`config.mk`:
```
export PLATFORM = sky130hd
export DESIGN_NAME = mc_control_flat
export DESIGN_NICKNAME = d
export VERILOG_FILES = /design/src/rtl/mc_mem_if.sv /design/src/rtl/mc_control.sv /design/src/flat_wrapper.sv
export SDC_FILE = /design/constraint.sdc
export NUM_CORES = 1
export LEC_CHECK = 0
export ABC_CLOCK_PERIOD_IN_PS = 5800
export CAP_MARGIN = 25
export CORE_MARGIN = 2
export CORE_UTILIZATION = 42
export CTS_CLUSTER_DIAMETER = 150
export CTS_CLUSTER_SIZE = 12
export DETAILED_ROUTE_END_ITERATION = 10
export PLACE_DENSITY = 0.86
export SETUP_SLACK_MARGIN = 0.2
export SYNTH_ARGS = -nofsm -noshare
export SYNTH_HDL_FRONTEND = slang
export SYNTH_SLANG_ARGS = --single-unit
```
`constraint.sdc`:
```
create_clock -name clk -period 5.8 [get_ports clk]
set_input_delay 1.16 -clock clk [delete_from_list [all_inputs] [get_ports clk]]
set_output_delay 1.16 -clock clk [all_outputs]
set_load 0.005 [all_outputs]
```
`src/rtl/mc_mem_if.sv`:
```
// Unified instruction/data memory port between the multi-cycle controller and memory.
// A request (MemRd or MemWr) is held steady until a cycle with mem_ready=1 completes it; the request never depends on mem_ready.
interface mc_mem_if;
    logic mem_ready;
    logic MemRd;
    logic MemWr;
    logic IorD;

    modport master (output MemRd, MemWr, IorD, input mem_ready);
    modport slave  (input MemRd, MemWr, IorD, output mem_ready);
endinterface

```
`src/rtl/mc_control.sv`:
```
// Multi-cycle CPU controller: FETCH/DECODE/EXEC/MEM/WB sequencing, memory wait/timeout,
// synchronised IRQ entry at instruction boundaries and bus-error/undefined-instruction exceptions.
module mc_control #(
    parameter int IRQ_SYNC    = 2,
    parameter int MEM_TIMEOUT = 15,
    parameter int TO_W        = 4
) (
    input  logic            clk,
    input  logic            reset_n,
    input  logic [31:0]     Instruct,
    input  logic            IRQ,
    input  logic            PC31,
    mc_mem_if.master        mem,
    output logic            PCWr,
    output logic            IRWr,
    output logic            RegWr,
    output logic [2:0]      PCSrc,
    output logic [1:0]      RegDst,
    output logic [1:0]      MemToReg,
    output logic [2:0]      state
);

    typedef enum logic [2:0] {
        S_FETCH   = 3'd0,
        S_DECODE  = 3'd1,
        S_EXEC    = 3'd2,
        S_MEM     = 3'd3,
        S_WB      = 3'd4,
        S_IRQ_ENT = 3'd5,
        S_EXC_ENT = 3'd6
    } state_t;

    state_t st, nxt;
    logic [IRQ_SYNC-1:0] irq_sync;
    logic irq_s;
    logic [TO_W-1:0] to_cnt, cnt_inc;
    logic waiting, timeout;
    logic mem_rd, mem_wr, iord;

    logic [5:0] op, funct;
    logic [4:0] rt, rd, dest;
    logic is_rtype, is_lw, is_sw, is_branch, is_j, is_jal, is_jr, is_jalr;
    logic legal_r, is_legal, wb_en;

    assign op    = Instruct[31:26];
    assign funct = Instruct[5:0];
    assign rt    = Instruct[20:16];
    assign rd    = Instruct[15:11];

    always_comb begin
        is_rtype  = (op == 6'h00);
        is_jr     = is_rtype && (funct == 6'h08);
        is_jalr   = is_rtype && (funct == 6'h09);
        is_lw     = (op == 6'h23);
        is_sw     = (op == 6'h2b);
        is_branch = (op == 6'h01) || (op inside {[6'h04:6'h07]});
        is_j      = (op == 6'h02);
        is_jal    = (op == 6'h03);
        legal_r   = funct inside {6'h00, 6'h02, 6'h03, 6'h08, 6'h09, [6'h20:6'h27], 6'h2a, 6'h2b};
        is_legal  = is_rtype ? legal_r
                             : (op inside {[6'h01:6'h0f], 6'h23, 6'h2b});
        dest      = is_rtype ? rd : rt;
        // The all-zero word and writes to $zero never touch the register file.
        wb_en     = (Instruct != 32'd0) && (dest != 5'd0);
    end

    assign irq_s = irq_sync[IRQ_SYNC-1];

    always_ff @(posedge clk or negedge reset_n) begin
        if (!reset_n) begin
            irq_sync <= '0;
        end else begin
            irq_sync[0] <= IRQ;
            for (int i = 1; i < IRQ_SYNC; i++) irq_sync[i] <= irq_sync[i-1];
        end
    end

    // Saturating wait counter; timeout fires on the cycle the count would reach MEM_TIMEOUT.
    assign waiting = (st == S_FETCH) || (st == S_MEM);
    assign cnt_inc = (to_cnt == '1) ? to_cnt : to_cnt + 1'b1;
    assign timeout = waiting && !mem.mem_ready && (cnt_inc == TO_W'(MEM_TIMEOUT));

    always_ff @(posedge clk or negedge reset_n) begin
        if (!reset_n) begin
            st     <= S_FETCH;
            to_cnt <= '0;
        end else begin
            st <= nxt;
            if (nxt != st || timeout) to_cnt <= '0;
            else if (waiting && !mem.mem_ready) to_cnt <= cnt_inc;
        end
    end

    always_comb begin
        nxt      = st;
        PCWr     = 1'b0;
        IRWr     = 1'b0;
        iord     = 1'b0;
        mem_rd   = 1'b0;
        mem_wr   = 1'b0;
        RegWr    = 1'b0;
        PCSrc    = 3'd0;
        RegDst   = 2'd0;
        MemToReg = 2'd0;
        case (st)
            S_FETCH: begin
                mem_rd = 1'b1;
                if (mem.mem_ready) begin
                    IRWr = 1'b1;
                    PCWr = 1'b1;
                    nxt  = S_DECODE;
                end else if (timeout) begin
                    nxt = PC31 ? S_FETCH : S_EXC_ENT;
                end
            end
            S_DECODE: begin
                if (!is_legal) nxt = PC31 ? S_FETCH : S_EXC_ENT;
                else           nxt = S_EXEC;
            end
            S_EXEC: begin
                if (is_branch) begin
                    PCWr  = 1'b1;
                    PCSrc = 3'd1;
                    nxt   = S_FETCH;
                end else if (is_j || is_jal || is_jr || is_jalr) begin
                    PCWr  = 1'b1;
                    PCSrc = (is_j || is_jal) ? 3'd2 : 3'd3;
                    if (is_jal || is_jalr) begin
                        RegWr    = 1'b1;
                        RegDst   = 2'd2;
                        MemToReg = 2'd2;
                    end
                    nxt = S_FETCH;
                end else if (is_lw || is_sw) begin
                    nxt = S_MEM;
                end else begin
                    nxt = S_WB;
                end
            end
            S_MEM: begin
                iord   = 1'b1;
                mem_rd = is_lw;
                mem_wr = is_sw;
                if (mem.mem_ready)  nxt = is_lw ? S_WB : S_FETCH;
                else if (timeout)   nxt = PC31 ? S_FETCH : S_EXC_ENT;
            end
            S_WB: begin
                RegWr    = wb_en;
                RegDst   = is_rtype ? 2'd0 : 2'd1;
                MemToReg = is_lw ? 2'd1 : 2'd0;
                nxt      = S_FETCH;
            end
            S_IRQ_ENT: begin
                RegWr    = 1'b1;
                RegDst   = 2'd3;
                MemToReg = 2'd3;
                PCWr     = 1'b1;
                PCSrc    = 3'd4;
                nxt      = S_FETCH;
            end
            S_EXC_ENT: begin
                RegWr    = 1'b1;
                RegDst   = 2'd3;
                MemToReg = 2'd2;
                PCWr     = 1'b1;
                PCSrc    = 3'd5;
                nxt      = S_FETCH;
            end
            default: nxt = S_FETCH;
        endcase
        // Instruction boundary: entry sequences return straight to FETCH so $k0 is not clobbered.
        if (nxt == S_FETCH && irq_s && !PC31 &&
            (st == S_DECODE || st == S_EXEC || st == S_MEM || st == S_WB))
            nxt = S_IRQ_ENT;
        if (!reset_n) begin
            PCWr     = 1'b0;
            IRWr     = 1'b0;
            iord     = 1'b0;
            mem_rd   = 1'b0;
            mem_wr   = 1'b0;
            RegWr    = 1'b0;
            PCSrc    = 3'd0;
            RegDst   = 2'd0;
            MemToReg = 2'd0;
        end
    end

    assign mem.MemRd = mem_rd;
    assign mem.MemWr = mem_wr;
    assign mem.IorD  = iord;
    assign state     = st;

endmodule

```
`src/flat_wrapper.sv`:
```
// flat-port wrapper written by rule: the top's interface ports become plain ports
module mc_control_flat 
#(
    parameter int IRQ_SYNC    = 2,
    parameter int MEM_TIMEOUT = 15,
    parameter int TO_W        = 4
)
  (clk, reset_n, Instruct, IRQ, PC31, PCWr, IRWr, RegWr, PCSrc, RegDst, MemToReg, state, mem_MemRd, mem_MemWr, mem_IorD, mem_mem_ready);
  mc_mem_if mem_i ();
  input  logic clk;
  input  logic reset_n;
  input  logic [31:0] Instruct;
  input  logic IRQ;
  input  logic PC31;
  output logic PCWr;
  output logic IRWr;
  output logic RegWr;
  output logic [2:0] PCSrc;
  output logic [1:0] RegDst;
  output logic [1:0] MemToReg;
  output logic [2:0] state;
  output wire logic [$bits(mem_i.MemRd)-1:0] mem_MemRd;
  output wire logic [$bits(mem_i.MemWr)-1:0] mem_MemWr;
  output wire logic [$bits(mem_i.IorD)-1:0] mem_IorD;
  input wire logic [$bits(mem_i.mem_ready)-1:0] mem_mem_ready;
  assign mem_MemRd = mem_i.MemRd;
  assign mem_MemWr = mem_i.MemWr;
  assign mem_IorD = mem_i.IorD;
  assign mem_i.mem_ready = mem_mem_ready;
  mc_control #(.IRQ_SYNC(IRQ_SYNC), .MEM_TIMEOUT(MEM_TIMEOUT), .TO_W(TO_W)) u_core (.clk(clk), .reset_n(reset_n), .Instruct(Instruct), .IRQ(IRQ), .PC31(PC31), .mem(mem_i), .PCWr(PCWr), .IRWr(IRWr), .RegWr(RegWr), .PCSrc(PCSrc), .RegDst(RegDst), .MemToReg(MemToReg), .state(state));
endmodule
```
==> results of run 1 <==
-- metrics by stage --
step	cell area, um2	utilization
2_1_floorplan	987	-
3_3_place_gp	1420	0.642
3_5_place_dp	1420	0.642
4_1_cts	1450	0.654
5_1_grt	1450	0.654
6_report	1450	0.654
-- power by group through the flow --
stage / Combinational (W) / Clock [W] / Sequential (W)
floorplan: 0.000160 / 0 / 0.0000909
global placement: 0.000229 / 0 / 0.000112
detailed placement: 0.000235 / 0 / 0.000112
CTS: 0.000236 / 0.0000498 / 0.000111
global route: 0.000259 / 0.0000530 / 0.000116
finish: 0.000237 / 0.0000496 / 0.000113
-- registers in the layout (all words and copies together), names as in the netlist --
name / flops
u_core.irq_sync: 2
u_core.state: 3
u_core.to_cnt: 4
-- layout make-up --
type / count / area [um2] / share of cell area
inverter: 5 / 18.8 / 0.0130
multi-input combinational: 107 / 721 / 0.498
sequential: 9 / 225 / 0.156
clock buffer: 3 / 22.5 / 0.0156
tap: 28 / 35.0 / 0.0242
timing repair buffer: 42 / 420 / 0.290
clock inverter: 1 / 5.00 / 0.00346
-- cell families after synthesis --
| kind of cell | count (synthesis) | synth area share |
|---|---|---|
| AND/OR/NAND/NOR | 68 | 0.417 |
| AO/OA/AOI/OAI | 33 | 0.252 |
| buffers and inverters | 9 | 0.0418 |
| flip-flops | 9 | 0.228 |
| XOR/XNOR | 3 | 0.0266 |
| multiplexers | 2 | 0.0215 |
| adder cells (fa/ha/maj) | 1 | 0.0127 |
-- cells in the final DEF (no fill, tap or decap), drive strengths merged, types with 3 or more instances in the layout --
cell type	n
clkdlybuf4s50	42
nor2	16
nor3	13
nand2	10
dfrtp	9
a21oi	6
inv	5
nand2b	4
a211oi	4
a31oi	4
o21ai	4
or3b	3
nand3	3
clkbuf	3
nor4	3
-- worst max-delay path, delay by kind of cell --
kind	cells	cell delay (ps)
buf+inv	2	1100
simple gates	3	1090
compound gates	1	150
-- final timing paths --
check,startpoint,endpoint,depth (start not counted)
worst max-delay path,Instruct[29],PCSrc[0],6
max in group asynchronous,reset_n,u_core.state[0],1
worst min-delay path,u_core.irq_sync[0],u_core.irq_sync[1],0
worst min register to register,u_core.irq_sync[0],u_core.irq_sync[1],0
worst max register to register,u_core.state[1],u_core.to_cnt[2],5
min in group asynchronous,reset_n,u_core.state[1],1
-- routing by layer --
| metal | vias up | GRT usage | part of all wire |
|---|---|---|---|
| met5 | - | 0 | 0 |
| met3 | 7 | 0.0457 | 0.047 |
| met4 | 0 | 0.0684 | 0.016 |
| met2 | 32 | 0.375 | 0.51 |
| li1 | 560 | - | - |
| met1 | 521 | 0.256 | 0.42 |
==> results.yml, run 1 <==
finish:
  final_cells: 195
  area_delta_synth_final_pct: 46.6
  final_nets: 206
  n_fill_cell: 192
  layout-drive-gt1-share: 0.0898
  antenna_cells: 0
sta:
  finalHoldViolCount: 0
  setup_viol: 0
  post-route-min-period_ps: 4670
  clock.fmax_mhz: 214
  fin_crit_sh: 0.804
  tns_ps: 0
  worst_slew_pin_slew_ps: 649
  relSlewSlack: 0.563
  post-route-worst-setup-slack_ps: 1130
  maxSlewViolCount: 0
  rsz0062_at_grt: "no"
  clock_skew_ps: 1.30
  holdWs_ps: 347
run:
  cap_violations: 0
yosys:
  ys_top_cells_by_area: "dfrtp_1 (23%), nor3_1 (6.1%), nor2_1 (6.1%)"
  yosys.area.top_type: "dfrtp_1"
  synth_cell_types: 53
  syn_inst: 125
  synth.cell_area_um2: 987
  avgSynthCellArea_um2: 7.90
  ys_ff_latch: 9
  synthFlopType: "dfrtp_1"
  synth_edf_count: 0
  synth_nets: 163
  synth.most_common_cell: "nor2_1"
  synthTopCellsByCount: "nor2_1 (16), nor3_1 (12), dfrtp_1 (9), nand2_1 (9), a21oi_1 (6)"
  ys_warn_count: 0
  ys_seq_area_frac: 0.228
  synth_top_cell_area_share: 0.228
  synthArstFlopShare: 1.00
global_route:
  grt_pass1_wl_um: 4430
  grt_start_max_net_pins: 17
  antenna_found_initial: 0
  grt_pass1_vias: 1012
  overflow: 0
  grt_use_total: 0.214
die:
  fp.coreArea_um2: 2210
  die_w_um: 52.5
  dieArea_um2: 2750
  start_util: 0.446
  die_height_um: 52.5
  io_pins: 53
  rows: 17
pwr:
  p_leak_nw: 0.547
  peakVddDrop_mv: 0.203
  seqPwrFrac: 0.282
  p_clk_frac: 0.124
  p_int_w: 0.000223
  finalPower_w: 0.000400
  power_density_nw_per_um2: 276
  power.share.switching: 0.443
  p_comb_frac: 0.594
  power_switching_w: 0.000177
routing:
  vias: 1120
  drt-wirelength-per-cell_um: 14.3
  final_antenna_net_count: 0
  remaining_drc_errors: 0
  first_iter_violations: 24
  first_pass_iters: 6
  avgViaCountPerCell: 5.74
  postRouteWirelength_um: 2790
critical_path:
  arrival_ps: 3510
  crit_required_ps: 4640
  critPathMaxFanout: 5
  crit_chain: "clkdlybuf4s50_1 -> nor4_4 -> and2_1 -> or3b_1 -> a21oi_1 -> clkdlybuf4s50_1"
  crit_top_cell: "clkdlybuf4s50_1"
  end_kind: "output pin"
  crit_type: "input pin to output pin"
  r2r_slack_ps: 3650
  crit_path_start_kind: "input pin"
  slowest_delay_ps: 580
  cp_slowest_cell: "clkdlybuf4s50_1"
placement:
  io_buffer_count: 42
  dp_slack_ps: 1130
  placed_cells: 191
  dp_hpwl_um: 2270
  gp_congestion: 0.849
clock_tree:
  cts-buffers-inserted: 3
  cts_buffer_depth: 2
  cts_root_buf: "clkbuf_4"
  clock-sinks: 9
  cts_setup_buffers: 0
  cts_tree: "done"
  clkLatencyLatePin_ps: 270
  cts.htree.levels: 1
  clkTransAtPathRegs_ps: 60
  ctsHoldBuffers: 0
  cts_resized: 0
outcome:
  outcome: "complete, no violations"
worst_hold_path:
  min_path_type: "flip-flop to flip-flop"
Power figures use the tool's default switching activity.
==> inputs of run 2 (changes only) <==
--- a/config.mk
+++ b/config.mk
@@ -5,14 +5,14 @@
 export SDC_FILE = /design/constraint.sdc
 export NUM_CORES = 1
 export LEC_CHECK = 0
-export ABC_CLOCK_PERIOD_IN_PS = 5800
+export ABC_CLOCK_PERIOD_IN_PS = 4300
 export CAP_MARGIN = 25
 export CORE_MARGIN = 2
-export CORE_UTILIZATION = 42
+export CORE_UTILIZATION = 39
 export CTS_CLUSTER_DIAMETER = 150
 export CTS_CLUSTER_SIZE = 12
 export DETAILED_ROUTE_END_ITERATION = 10
-export PLACE_DENSITY = 0.86
+export PLACE_DENSITY = 0.81
 export SETUP_SLACK_MARGIN = 0.2
 export SYNTH_ARGS = -nofsm -noshare
 export SYNTH_HDL_FRONTEND = slang
==> constraint.sdc (replaced) <==
create_clock -name clk -period 4.3 [get_ports clk]
set_input_delay 0.86 -clock clk [delete_from_list [all_inputs] [get_ports clk]]
set_output_delay 0.86 -clock clk [all_outputs]
set_load 0.005 [all_outputs]
==> results.yml, run 2 (synthesis results as in run 1) <==
sta:
  post-route-min-period_ps: 3980
  setup_viol: 0
  tns_ps: 0
  clock_skew_ps: 6.31
  maxSlewViolCount: 0
  fin_crit_sh: 0.925
  finalHoldViolCount: 0
  rsz0062_at_grt: "no"
  holdWs_ps: 348
  post-route-worst-setup-slack_ps: 323
  clock.fmax_mhz: 251
  relSlewSlack: 0.621
  worst_slew_pin_slew_ps: 564
critical_path:
  crit_top_cell: "clkdlybuf4s50_1"
  slowest_delay_ps: 550
  crit_chain: "clkdlybuf4s50_1 -> or4b_4 -> or2_1 -> o21ai_1 -> a31oi_1 -> o32ai_2 -> clkdlybuf4s50_1"
  worst-path-buf-inv: 2
  end_kind: "output pin"
  cp_top_family: "buffers and inverters"
  crit_required_ps: 3440
  critPathMaxFanout: 4
  cp_slowest_cell: "clkdlybuf4s50_1"
  arrival_ps: 3120
  crit_path_start_kind: "input pin"
  crit_type: "input pin to output pin"
finish:
  layout_common_cells: "clkdlybuf4s50_1 (40), nor2_1 (16), nor3_1 (12)"
  area_delta_synth_final_pct: 50.4
  regMostFlops: "u_core.to_cnt"
  final_common_cell: "clkdlybuf4s50_1"
  multi_input_area_um2: 728
  antenna_cells: 0
  utilization: 0.611
  layout-drive-gt1-share: 0.112
  n_fill_cell: 212
  final_nets: 209
  largest_register_ffs: 4
  final_cells: 200
  register_area_um2: 225
clock_tree:
  clkLatencyLatePin_ps: 260
  cts.htree.levels: 1
  clock-sinks: 9
  cts_root_buf: "clkbuf_4"
  cts_tree: "done"
  clkTransAtPathRegs_ps: 60
  cts-buffers-inserted: 3
  cts_buffer_depth: 2
  ctsHoldBuffers: 0
routing:
  first_iter_violations: 35
  final_antenna_net_count: 0
  first_pass_iters: 4
  avgViaCountPerCell: 5.91
  remaining_drc_errors: 0
  vias: 1182
  postRouteWirelength_um: 2970
  drt-wirelength-per-cell_um: 14.8
global_route:
  overflow: 0
  grt_start_max_net_pins: 16
  antenna_found_initial: 0
  grt_use_total: 0.217
  grt_pass1_vias: 1098
  grt_pass1_wl_um: 4800
die:
  die_w_um: 54.3
  dieArea_um2: 2950
  rows: 18
  fp.coreArea_um2: 2430
  start_util: 0.406
  die_height_um: 54.3
  io_pins: 53
placement:
  dp_slack_ps: 259
  io_buffer_count: 42
  gp_congestion: 0.891
  dp_hpwl_um: 2400
  placed_cells: 196
pwr:
  peakVddDrop_mv: 0.237
  p_leak_nw: 0.599
  power_density_nw_per_um2: 366
run:
  cap_violations: 0
outcome:
  outcome: "complete, no violations"
worst_hold_path:
  min_path_type: "flip-flop to flip-flop"
[run 2: changes by cell type in the layout (fill, tap and decap cells not counted), sizes merged]
cell,delta
clkdlybuf4s50,-2
buf,+3
dlymetal6s2s,+2
[run 2: worst reg2reg max path, stage by stage, from the launching register on]
cell and delay, ps:
dfrtp_1 630, or2b_1 320, nor4_1 450, a21oi_1 130, a31oi_1 350, nor4_1 100
[run 2: report_power, final]
group	internal [W]	switching [W]	total, W
sequential	0.000101	0.0000524	0.000154
combinational	0.000166	0.000160	0.000326
clock	0.0000342	0.0000287	0.0000629
[run 2: through the flow]
step	total power, W	cell area [um2]
final	0.000543	1490
after global routing	0.000586	1490
after CTS	0.000537	1470
after detailed placement	0.000471	1450
after global placement	0.000462	1450
after floorplan	0.000338	987
[run 2: what timing repair did]
| item | CTS | global route |
|---|---|---|
| setup endpoints to repair | 0 | 3 |
| resized for setup | 0 | 3 |
| buffers inserted | 0 | 0 |
[run 2: path summary, 6_finish.rpt]
path / start / endpoint / slack (ps) / cells past startpoint
worst max-delay path: Instruct[3] / RegDst[1] / 320 / 7
worst max register to register: u_core.state[1] / u_core.to_cnt[2] / 2190 / 5
worst min-delay path: u_core.irq_sync[0] / u_core.irq_sync[1] / 350 / 0
min in group asynchronous: reset_n / u_core.state[1] / 1060 / 2
worst min register to register: u_core.irq_sync[0] / u_core.irq_sync[1] / 350 / 0
max in group asynchronous: reset_n / u_core.to_cnt[3] / 3090 / 2
[run 2: layer usage]
layer  track usage  wire (um)  share of wire
met1         0.271       1240           0.42
met2         0.408       1570           0.53
met3        0.0355        135          0.046
met4       0.00417         15         0.0051
met5             0          0              0
[run 2: layout make-up]
| cell class | instances | share of cell area |
|---|---|---|
| tap | 30 | 0.0253 |
| clock buffer | 3 | 0.0152 |
| clock inverter | 1 | 0.00337 |
| timing repair buffer | 45 | 0.302 |
| multi-input combinational | 107 | 0.490 |
| inverter | 5 | 0.0126 |
| sequential | 9 | 0.152 |
==> inputs of run 3 (changes only) <==
--- a/config.mk
+++ b/config.mk
@@ -13,7 +13,6 @@
 export CTS_CLUSTER_SIZE = 12
 export DETAILED_ROUTE_END_ITERATION = 10
 export PLACE_DENSITY = 0.81
-export SETUP_SLACK_MARGIN = 0.2
 export SYNTH_ARGS = -nofsm -noshare
 export SYNTH_HDL_FRONTEND = slang
 export SYNTH_SLANG_ARGS = --single-unit
==> results.yml, run 3 (synthesis results as in run 1) <==
placement:
  io_buffer_count: 42
  dp_hpwl_um: 2400
  gp_congestion: 0.891
  dp_slack_ps: 259
finish:
  final_common_cell: "clkdlybuf4s50_1"
  antenna_cells: 0
  layout-drive-gt1-share: 0.106
  regMostFlops: "u_core.to_cnt"
  final_nets: 209
  area_delta_synth_final_pct: 49.2
  layout_common_cells: "clkdlybuf4s50_1 (42), nor2_1 (16), nor3_1 (12)"
  n_fill_cell: 217
  largest_register_ffs: 4
outcome:
  outcome: "complete, no violations"
critical_path:
  slowest_delay_ps: 570
  end_kind: "output pin"
  crit_top_cell: "clkdlybuf4s50_1"
  crit_required_ps: 3440
  arrival_ps: 3190
  cp_slowest_cell: "clkdlybuf4s50_1"
  critPathMaxFanout: 4
  crit_chain: "clkdlybuf4s50_1 -> or4b_4 -> or2_1 -> o21ai_1 -> a31oi_1 -> o32ai_1 -> clkdlybuf4s50_1"
  crit_type: "input pin to output pin"
  crit_path_start_kind: "input pin"
sta:
  setup_viol: 0
  worst_slew_pin_slew_ps: 566
  maxSlewViolCount: 0
  tns_ps: 0
  finalHoldViolCount: 0
  post-route-min-period_ps: 4050
  post-route-worst-setup-slack_ps: 255
  clock_skew_ps: 6.34
  clock.fmax_mhz: 247
  relSlewSlack: 0.619
  fin_crit_sh: 0.941
  rsz0062_at_grt: "no"
die:
  die_height_um: 54.3
  die_w_um: 54.3
  dieArea_um2: 2950
  fp.coreArea_um2: 2430
  start_util: 0.406
  io_pins: 53
  rows: 18
run:
  cap_violations: 0
clock_tree:
  clkTransAtPathRegs_ps: 60
  clock-sinks: 9
  clkLatencyLatePin_ps: 260
  cts_tree: "done"
  cts.htree.levels: 1
  cts_root_buf: "clkbuf_4"
  cts_buffer_depth: 2
  ctsHoldBuffers: 0
  cts_resized: 0
  cts-buffers-inserted: 3
  cts_setup_buffers: 0
worst_hold_path:
  min_path_type: "flip-flop to flip-flop"
routing:
  first_pass_iters: 4
  drt-wirelength-per-cell_um: 14.7
  remaining_drc_errors: 0
  vias: 1170
  first_iter_violations: 31
  postRouteWirelength_um: 2940
  avgViaCountPerCell: 5.85
  final_antenna_net_count: 0
global_route:
  grt_use_total: 0.217
  overflow: 0
  antenna_found_initial: 0
  grt_start_max_net_pins: 16
  grt_pass1_vias: 1098
  grt_pass1_wl_um: 4800
pwr:
  p_leak_nw: 0.562
  peakVddDrop_mv: 0.238
  power_density_nw_per_um2: 365
## run 3: cell count changes in the layout (fill, tap and decap cells not counted), sizes merged
cell,previous run,this run
dlymetal6s2s,2,0
clkdlybuf4s50,40,42
## run 3: worst paths after layout
check | depth (start not counted) | end | start | slack [ps]
max | 7 | MemToReg[1] | Instruct[3] | 250
min | 0 | u_core.irq_sync[1] | u_core.irq_sync[0] | 350
max reg2reg | 5 | u_core.to_cnt[2] | u_core.state[1] | 2200
min reg2reg | 0 | u_core.irq_sync[1] | u_core.irq_sync[0] | 350
max in group asynchronous | 2 | u_core.to_cnt[3] | reset_n | 3090
min in group asynchronous | 2 | u_core.state[1] | reset_n | 1050
## run 3: metal layers
layer / GRT usage / share of wire / wire length [um]
met2: 0.408 / 0.53 / 1570
met4: 0.00417 / 0 / 0
met1: 0.271 / 0.42 / 1230
met5: 0 / 0 / 0
met3: 0.0355 / 0.047 / 138
## run 3: power breakdown
group	total, W	internal [W]	switching, W	leakage, nW
registers	0.000154	0.000101	0.0000524	0.118
logic	0.000321	0.000166	0.000156	0.427
clock network	0.0000629	0.0000342	0.0000287	0.0177
total	0.000538	0.000301	0.000237	0.562
## run 3: worst max-delay path: cells and delay by family
family | cells | cell delay [ps]
buffers and inverters | 2 | 1070
AND/OR/NAND/NOR | 2 | 750
AO/OA/AOI/OAI | 3 | 500
## run 3: cell type report
| type | count | area [um2] | area share |
|---|---|---|---|
| multi-input cells | 107 | 721 | 0.489 |
| repair buffers | 45 | 443 | 0.301 |
| flip-flops and latches | 9 | 225 | 0.153 |
| well taps | 30 | 37.5 | 0.0255 |
| clock buffers | 3 | 22.5 | 0.0153 |
| inverters | 5 | 18.8 | 0.0127 |
| clock inverters | 1 | 5.00 | 0.00340 |
## run 3: stage by stage
stage / power [W] / instances / utilization / cell area [um2] / hold WS (ps)
after global routing: 0.000583 / 200 / 0.605 / 1470 / 357
after floorplan: 0.000338 / 125 / - / 987 / 331
after global placement: 0.000462 / 196 / 0.594 / 1450 / 335
final: 0.000538 / 200 / 0.605 / 1470 / 348
after CTS: 0.000537 / 200 / 0.605 / 1470 / 350
after detailed placement: 0.000471 / 196 / 0.594 / 1450 / 336
